## config.mk

```make
export PLATFORM = sky130hd
export DESIGN_NAME = matrix_res_reader
export DESIGN_NICKNAME = d
export VERILOG_FILES = /design/src/rtl/matrix_pkg.sv /design/src/rtl/matrix_idx_counter.sv /design/src/rtl/matrix_res_reader.sv
export SDC_FILE = /design/constraint.sdc
export NUM_CORES = 1
export LEC_CHECK = 0
export ABC_AREA = 1
export BUFFER_PORTS_ARGS = -buffer_cell sky130_fd_sc_hd__buf_2
export CAP_MARGIN = 20
export CORE_ASPECT_RATIO = 0.5
export CORE_MARGIN = 2
export CORE_UTILIZATION = 38
export CTS_CLUSTER_DIAMETER = 50
export DETAILED_ROUTE_END_ITERATION = 10
export PLACE_DENSITY = 0.6
export SKIP_CTS_REPAIR_TIMING = 1
export SLEW_MARGIN = 20
export SYNTH_ARGS = -nofsm -noshare
export SYNTH_HDL_FRONTEND = slang
export SYNTH_SLANG_ARGS = --single-unit
export TNS_END_PERCENT = 5
```

## constraint.sdc

```tcl
create_clock -name clk -period 1.4 [get_ports clk]
set_input_delay 0.14 -clock clk [delete_from_list [all_inputs] [get_ports clk]]
set_output_delay 0.14 -clock clk [all_outputs]
set_load 0.01 [all_outputs]
```

## src/rtl/matrix_pkg.sv

```systemverilog
// matrix_pkg: shared FSM state type and element/index width helpers for the matrix blocks
package matrix_pkg;
  typedef enum logic [1:0] {IDLE, STREAM, DONE} state_t;
  function automatic int idx_w(input int n);
    return n > 1 ? $clog2(n) : 1;
  endfunction
  function automatic int elem_w(input int bits);
    return 2 * bits;
  endfunction
endpackage

```

## src/rtl/matrix_idx_counter.sv

```systemverilog
// matrix_idx_counter: row-major row/col counter with wrap and last flag; clr zeroes, en advances, holds at last
module matrix_idx_counter
  import matrix_pkg::*;
#(
  parameter int HEIGHT_A = 2,
  parameter int WIDTH_B = 3
) (
  input  logic                        clk,
  input  logic                        reset,
  input  logic                        clr,
  input  logic                        en,
  output logic [idx_w(HEIGHT_A)-1:0]  row,
  output logic [idx_w(WIDTH_B)-1:0]   col,
  output logic                        last
);
  localparam int RW = idx_w(HEIGHT_A);
  localparam int CW = idx_w(WIDTH_B);
  logic col_end;
  always_comb begin
    col_end = col == CW'(WIDTH_B - 1);
    last = col_end && (row == RW'(HEIGHT_A - 1));
  end
  // Holding at the last index keeps o_data on the final element after the stream ends.
  always_ff @(posedge clk or negedge reset)
    if (!reset) begin
      row <= '0;
      col <= '0;
    end else if (clr) begin
      row <= '0;
      col <= '0;
    end else if (en && !last) begin
      col <= col_end ? '0 : col + 1'b1;
      row <= col_end ? row + 1'b1 : row;
    end
endmodule

```

## src/rtl/matrix_res_reader.sv

```systemverilog
// matrix_res_reader: snapshots a parallel result matrix and streams it row-major over valid/ready
// Ports: clk, reset (async active-low), i_start, i_array_res, i_ready -> o_valid, o_data, o_row,
// o_col, o_last, o_busy, o_done; o_checksum only when MATRIX_RES_READER_CHECKSUM_EN is defined.
module matrix_res_reader
  import matrix_pkg::*;
#(
  parameter int BITS = 8,
  parameter int HEIGHT_A = 2,
  parameter int WIDTH_B = 3
) (
  input  logic                        clk,
  input  logic                        reset,
  input  logic                        i_start,
  input  logic [elem_w(BITS)-1:0]     i_array_res [HEIGHT_A][WIDTH_B],
  input  logic                        i_ready,
  output logic                        o_valid,
  output logic [elem_w(BITS)-1:0]     o_data,
  output logic [idx_w(HEIGHT_A)-1:0]  o_row,
  output logic [idx_w(WIDTH_B)-1:0]   o_col,
  output logic                        o_last,
  output logic                        o_busy,
`ifdef MATRIX_RES_READER_CHECKSUM_EN
  output logic [elem_w(BITS)-1:0]     o_checksum,
`endif
  output logic                        o_done
);
  state_t state;
  logic [elem_w(BITS)-1:0] mem [HEIGHT_A][WIDTH_B];
  logic start, xfer, last;
  always_comb begin
    start = state == IDLE && i_start;
    o_valid = state == STREAM;
    o_busy = state != IDLE;
    o_done = state == DONE;
    o_last = o_valid && last;
    xfer = o_valid && i_ready;
    o_data = mem[o_row][o_col];
  end
  matrix_idx_counter #(.HEIGHT_A(HEIGHT_A), .WIDTH_B(WIDTH_B)) u_idx (
    .clk(clk),
    .reset(reset),
    .clr(start),
    .en(xfer),
    .row(o_row),
    .col(o_col),
    .last(last)
  );
  always_ff @(posedge clk or negedge reset)
    if (!reset) state <= IDLE;
    else state <= start ? STREAM : (xfer && last) ? DONE : state == DONE ? IDLE : state;
  // Zeroing the buffer on reset makes o_data read 0 at index [0][0].
  always_ff @(posedge clk or negedge reset)
    if (!reset) mem <= '{default: '0};
    else if (start) mem <= i_array_res;
`ifdef MATRIX_RES_READER_CHECKSUM_EN
  always_ff @(posedge clk or negedge reset)
    if (!reset) o_checksum <= '0;
    else if (start) o_checksum <= '0;
    else if (xfer) o_checksum <= o_checksum + o_data;
`endif
endmodule

```

==> impl_metrics.yaml, run 1 <==
status:
  status: "finished, violations left"
  violations: "negative hold slack, negative setup slack"
place:
  place_hpwl_um: 9190
  gp_congestion: 0.869
  port_buffers: 122
  post-place-ws_ns: 0.0193
global_route:
  gr-total-overflow: 0
  track_usage_pct: 19.2
  grt_pass1_wl_um: 19500
  antenna_found_initial: 0
  grt_max_degree: 75
  grt_pass1_vias: 3865
floorplanning:
  start_util_pct: 39.2
  rows: 28
  fp.dieW_um: 161
  die_h_um: 82.3
  core_area_sq_um: 11900
  ios: 123
  dieArea_sq_um: 13200
timing:
  fmax_mhz: 580
  rsz0062_at_grt: "true"
  finalCritPeriodShare_pct: 123
  tightest_slew_ns: 0.321
  slew-limit-headroom_pct: 78.6
  setup_slack_ns: -0.324
  hold_viol: 15
  skew_ns: 0.00587
  finalSetupViolCount: 17
  period_needed_ns: 1.72
  slew_violations: 0
  hold_slack_ns: -0.0131
routing:
  drc: 0
  wl_per_cell_um: 14.3
  num_vias: 4120
  dr.pass1.iters: 5
  drtIter0Drc: 250
  wirelength_um: 12400
  ant_nets: 0
  vias_per_cell: 4.77
synthesis:
  yosysMostFrequentCell: "nand2_1"
  netlist_area_sq_um: 4660
  synth_area_leaders: "dfrtp_1 54%, nand2_1 20%, o211ai_1 7.3%, o21ai_0 5.0%, inv_1 4.4%"
  synth-async-reset-ratio_pct: 100
  postSynthCellCount: 567
  synth_top_flop_cell: "dfrtp_1"
  synth-seq-cells: 101
  synth_nets: 667
  yosysTopAreaCellShare_pct: 54.2
  syn_area_per_cell_sq_um: 8.22
  synth_area_leader_cell: "dfrtp_1"
  synth_edf_count: 0
  ys_seq_area_share_pct: 54.2
  synth_cell_type_count: 18
  yosys_warnings: 0
  ys_top_cells_by_count: "250 x nand2_1, 101 x dfrtp_1, 55 x inv_1"
setup_path:
  worst_setup_path_end_kind: "output pin"
  worstPathArrival_ns: 1.58
  worstPathMaxFanout: 24
  path_class: "reg2out"
  r2r_setup_slack_ns: 0.04
  startpoint_type: "register"
  cp.required_ns: 1.26
  reg2regPathDepth: 6
pwr:
  p_per_area_nw_per_um2: 2200
  leakagePower_nw: 3.06
  peakVddDrop_v: 0.000963
  power_w: 0.0131
cells_and_area:
  nNetsFinal: 794
  syn_to_final_growth_pct: 27.9
  antenna_cells: 0
  final_layout_size_suffix_gt1_share_pct: 24.6
clock_tree:
  cts_buffer_depth: 2
  cts_sinks: 101
  cts.root.buffer_cell: "clkbuf_16"
  clk_pin_slew_ns: 0.07
  insertion_delay_ns: 0.34
  cts_tree: "done"
  htreeDepth: 3
  numCtsBuffers: 9
worst_hold_path:
  min_path_type: "in2reg"
  whs_path_depth: 3
job:
  drv_cap: 0
routing by layer:
metal	global-route usage [%]	part of all wire (%)	vias up
li1	-	-	2051
met1	27.5	50	1953
met2	30.3	44	102
met3	3.60	4.3	14
met4	5.68	1.4	0
met5	0	0	-
path summary, 6_finish.rpt:
path / from / end
setup / recovery: u_idx.row$_DFFE_PN0P_ / o_data[2]
hold / removal: i_array_res[66] / mem[66]$_DFFE_PN0P_
setup reg to reg: state[0]$_DFFE_PN0P_ / mem[44]$_DFFE_PN0P_
hold reg to reg: mem[94]$_DFFE_PN0P_ / mem[94]$_DFFE_PN0P_
max in group asynchronous: reset / u_idx.col[1]$_DFFE_PN0P_
min in group asynchronous: reset / mem[41]$_DFFE_PN0P_
state kept, by name, summed over array words and instances, names as in the netlist:
register,count
u_idx.col,2
state,2
mem,96
u_idx.row,1
through the flow:
| step | cell area (sq um) | std cells | TNS [ns] | util, % |
|---|---|---|---|---|
| after floorplan | 4660 | 567 | 0 | - |
| after global placement | 5550 | 840 | 0 | 46.7 |
| after detailed placement | 5550 | 840 | 0 | 46.7 |
| after CTS | 5850 | 856 | -5.32 | 49.3 |
| after global routing | 5960 | 864 | -9.12 | 50.2 |
| final | 5960 | 864 | -4.80 | 50.2 |
layout by cell type, fill, tap and decap left out, drive strengths merged, types with 5 or more instances in the layout:
master	netlist	routed
inv	56	56
dlygate4sd3	0	8
clkbuf	14	10
dfrtp	101	101
nor2	7	7
o21ai	48	48
nand3	21	21
buf	20	142
clkinv	0	5
o211ai	48	48
nand2	251	251
critical path, cell delays in order (launching register included):
cell      delay, ns
dfrtp_4        0.55
buf_12         0.18
o211ai_1       0.22
nand3_1        0.13
buf_2          0.16
kinds of logic after synthesis:
logic type,synth area share (%)
flip-flops,54.2
AO/OA/AOI/OAI,13.3
AND/OR/NAND/NOR,23.6
buffers and inverters,8.81
power breakdown:
group / switching, W / internal, W
Combinational: 0.00331 / 0.00224
Clock: 0.00110 / 0.00143
Sequential: 0.000721 / 0.00431
cell type report:
cell class / instances / area, sq um
clock buffer: 10 / 239
clock inverter: 6 / 62.6
fill: 1171 / 5920
inverter: 56 / 213
multi-input combinational: 376 / 1740
sequential: 101 / 2530
tap: 165 / 206
timing repair buffer: 150 / 962
(Power assumes the default switching activity.)
==> inputs of run 2 (changes only) <==
Settings changed: ABC_AREA 1 to unset, CORE_ASPECT_RATIO 0.5 to 1.2.
==> run 2 against run 1 <==
Effect of this change: the run ends with negative setup slack left; die area is 0.27% higher; cell count is 26% lower; non-clock buffer count is 4 lower; combinational power is 15% higher; final area is 2.0% higher; maximum frequency is 6.0% lower; utilization is 0.23 points higher; sequential power is 4.6% higher; register-to-register slack worse by 0.16 ns; first-iteration DRC count is 48% lower; largest power group unchanged; highest routed layer unchanged.
==> impl_metrics.yaml, run 2 <==
floorplanning:
  fp.dieW_um: 105
  dieArea_sq_um: 13300
  rows: 44
  die_h_um: 126
  start_util_pct: 38.9
  core_area_sq_um: 12100
  ios: 123
synthesis:
  syn_area_per_cell_sq_um: 13.6
  synth_cell_type_count: 25
  yosysTopAreaCellShare_pct: 53.9
  yosysMostFrequentCell: "dfrtp_1"
  netlist_area_sq_um: 4690
  synth_area_leaders: "dfrtp_1 54%, mux2_2 19%, mux2i_1 6.8%, mux2_4 5.8%, o221ai_1 3.0%"
  synth-async-reset-ratio_pct: 100
  synth-seq-cells: 101
  synth_top_flop_cell: "dfrtp_1"
  yosys_warnings: 0
  synth_edf_count: 0
  ys_top_cells_by_count: "101 x dfrtp_1, 78 x mux2_2, 32 x mux2i_1"
  synth_area_leader_cell: "dfrtp_1"
  synth_nets: 444
  postSynthCellCount: 344
  ys_seq_area_share_pct: 53.9
routing:
  wl_per_cell_um: 17.8
  wirelength_um: 11300
  num_vias: 3188
  ant_nets: 0
  drtIter0Drc: 130
  dr.pass1.iters: 4
  drc: 0
  vias_per_cell: 4.99
setup_path:
  critPathMaxStageDelay_ns: 0.43
  startpoint_type: "register"
  cp_slowest_cell: "dfrtp_2"
  cp.required_ns: 1.26
  worstPathArrival_ns: 1.69
  path_class: "reg2out"
  crit_chain: "buf_6, buf_12, mux2i_1, o21a_1, o221ai_2, buf_2"
  worstPathMaxFanout: 8
  worst_setup_path_end_kind: "output pin"
timing:
  slew-limit-headroom_pct: 62.2
  fmax_mhz: 545
  period_needed_ns: 1.83
  skew_ns: 0.00564
  finalCritPeriodShare_pct: 131
  setup_slack_ns: -0.434
  hold_viol: 0
  finalSetupViolCount: 111
  tightest_slew_ns: 0.567
  rsz0062_at_grt: "true"
  slew_violations: 0
status:
  violations: "negative setup slack"
  status: "finished, violations left"
clock_tree:
  cts_buffer_depth: 2
  cts.root.buffer_cell: "clkbuf_16"
  numCtsBuffers: 9
  cts_sinks: 101
  htreeDepth: 3
  cts_tree: "done"
  insertion_delay_ns: 0.34
  clk_pin_slew_ns: 0.07
cells_and_area:
  final_cell_mix: "120 x buf_2, 99 x dfrtp_1, 78 x mux2_2"
  register_area_sq_um: 2530
  multi_input_area_sq_um: 2100
  final_common_cell: "buf_2"
  final_layout_size_suffix_gt1_share_pct: 57.7
  fillers: 1071
  stdcell_count: 639
  nNetsFinal: 575
  regMostFlops: "mem"
  syn_to_final_growth_pct: 29.5
  largest_register_ff_count: 96
  largest_registers: "mem x96, state x2, u_idx.col x2"
  antenna_cells: 0
global_route:
  gr-usage-met3_pct: 4.55
  grt_max_degree: 102
  top_usage_layer: "met2"
  gr-usage-met1_pct: 21.8
  grt_util_met2_pct: 28.5
  grt_pass1_wl_um: 17700
  gr-total-overflow: 0
  antenna_found_initial: 0
  track_usage_pct: 17.2
  grt_pass1_vias: 3347
pwr:
  switching_share_pct: 33.0
  leakagePower_nw: 2.72
  p_clk_share_pct: 18.5
  switchingPower_w: 0.00470
  power_frac_seq_pct: 36.9
  pwr-share-comb_pct: 44.7
  p_int_w: 0.00957
  p_per_area_nw_per_um2: 2350
  peakVddDrop_v: 0.00124
place:
  place_hpwl_um: 7940
  gp_congestion: 0.770
  dp_cells: 621
  post-place-ws_ns: -0.111
  port_buffers: 122
worst_hold_path:
  min_path_type: "in2reg"
job:
  drv_cap: 0
## run 2: cell count changes after synthesis, sizes merged, moves of 4 or more
cell and change:
inv -54, o211ai -48, o21a +18, nand2 -232
nand3 -5, mux2i +32, mux2 +96, o221ai +16
clkbuf -6, o21ai -46, nor2 -4
## run 2: worst max-delay path: cells and delay by family, from the launching register on
family | cells | cell delay [ns]
muxes | 1 | 0.11
DFF | 1 | 0.43
buffers and inverters | 3 | 0.46
AOI/OAI and AO/OA | 2 | 0.35
## run 2: worst paths after layout
path | start | end | slack [ns] | cells after the start
max | u_idx.row$_DFFE_PN0P_ | o_data[2] | -0.43 | 6
min | i_array_res[2] | mem[2]$_DFFE_PN0P_ | 0.02 | 2
max reg2reg | state[1]$_DFFE_PN0P_ | mem[46]$_DFFE_PN0P_ | -0.12 | 4
min reg2reg | mem[84]$_DFFE_PN0P_ | mem[84]$_DFFE_PN0P_ | 0.51 | 1
max in group asynchronous | reset | state[1]$_DFFE_PN0P_ | 0.55 | 3
min in group asynchronous | reset | mem[40]$_DFFE_PN0P_ | 0.38 | 3
## run 2: final cells by class
class	count	share of cell area, %
Sequential cell	101	41.6
Multi-Input combinational cell	215	34.6
Timing Repair Buffer	146	15.2
Clock buffer	10	3.93
Tap cell	161	3.32
Clock inverter	4	1.21
Inverter	2	0.124
## run 2: routing by layer
| metal | share of wire [%] | routed length, um |
|---|---|---|
| met1 | 43 | 4850 |
| met2 | 50 | 5690 |
| met3 | 5.3 | 599 |
| met5 | 0 | 0 |
| met4 | 1.8 | 199 |
## run 2: logic make-up (layout without fill, tap and decap cells)
kind of cell / count (synthesis) / in the layout / synth area share (%)
muxes: 128 / 128 / 31.3
DFF: 101 / 101 / 53.9
and+or+nand+nor: 49 / 49 / 5.28
AOI/OAI and AO/OA: 38 / 38 / 6.29
buffers and inverters: 28 / 162 / 3.23
## run 2: per-stage QoR
step           utilization, %  setup TNS, ns  cell area [sq um]  total power, W  hold WS, ns
2_1_floorplan               -          -6.16               4710         0.00904       -0.156
3_3_place_gp             46.5          -6.57               5600          0.0111        0.252
3_5_place_dp             46.5          -9.70               5600          0.0112        0.253
4_1_cts                  49.1         -17.07               5920          0.0139       -0.112
5_1_grt                  50.4         -22.62               6080          0.0152       0.0172
6_report                 50.4         -14.64               6080          0.0143       0.0246
## run 2: power groups by stage
stage                     Sequential (W)  Combinational (W)  Clock, W
after floorplan                  0.00500            0.00405         0
final                            0.00526            0.00637   0.00264
after detailed placement         0.00528            0.00595         0
after global placement           0.00523            0.00582         0
after global routing             0.00544            0.00689   0.00284
after CTS                        0.00523            0.00597   0.00272
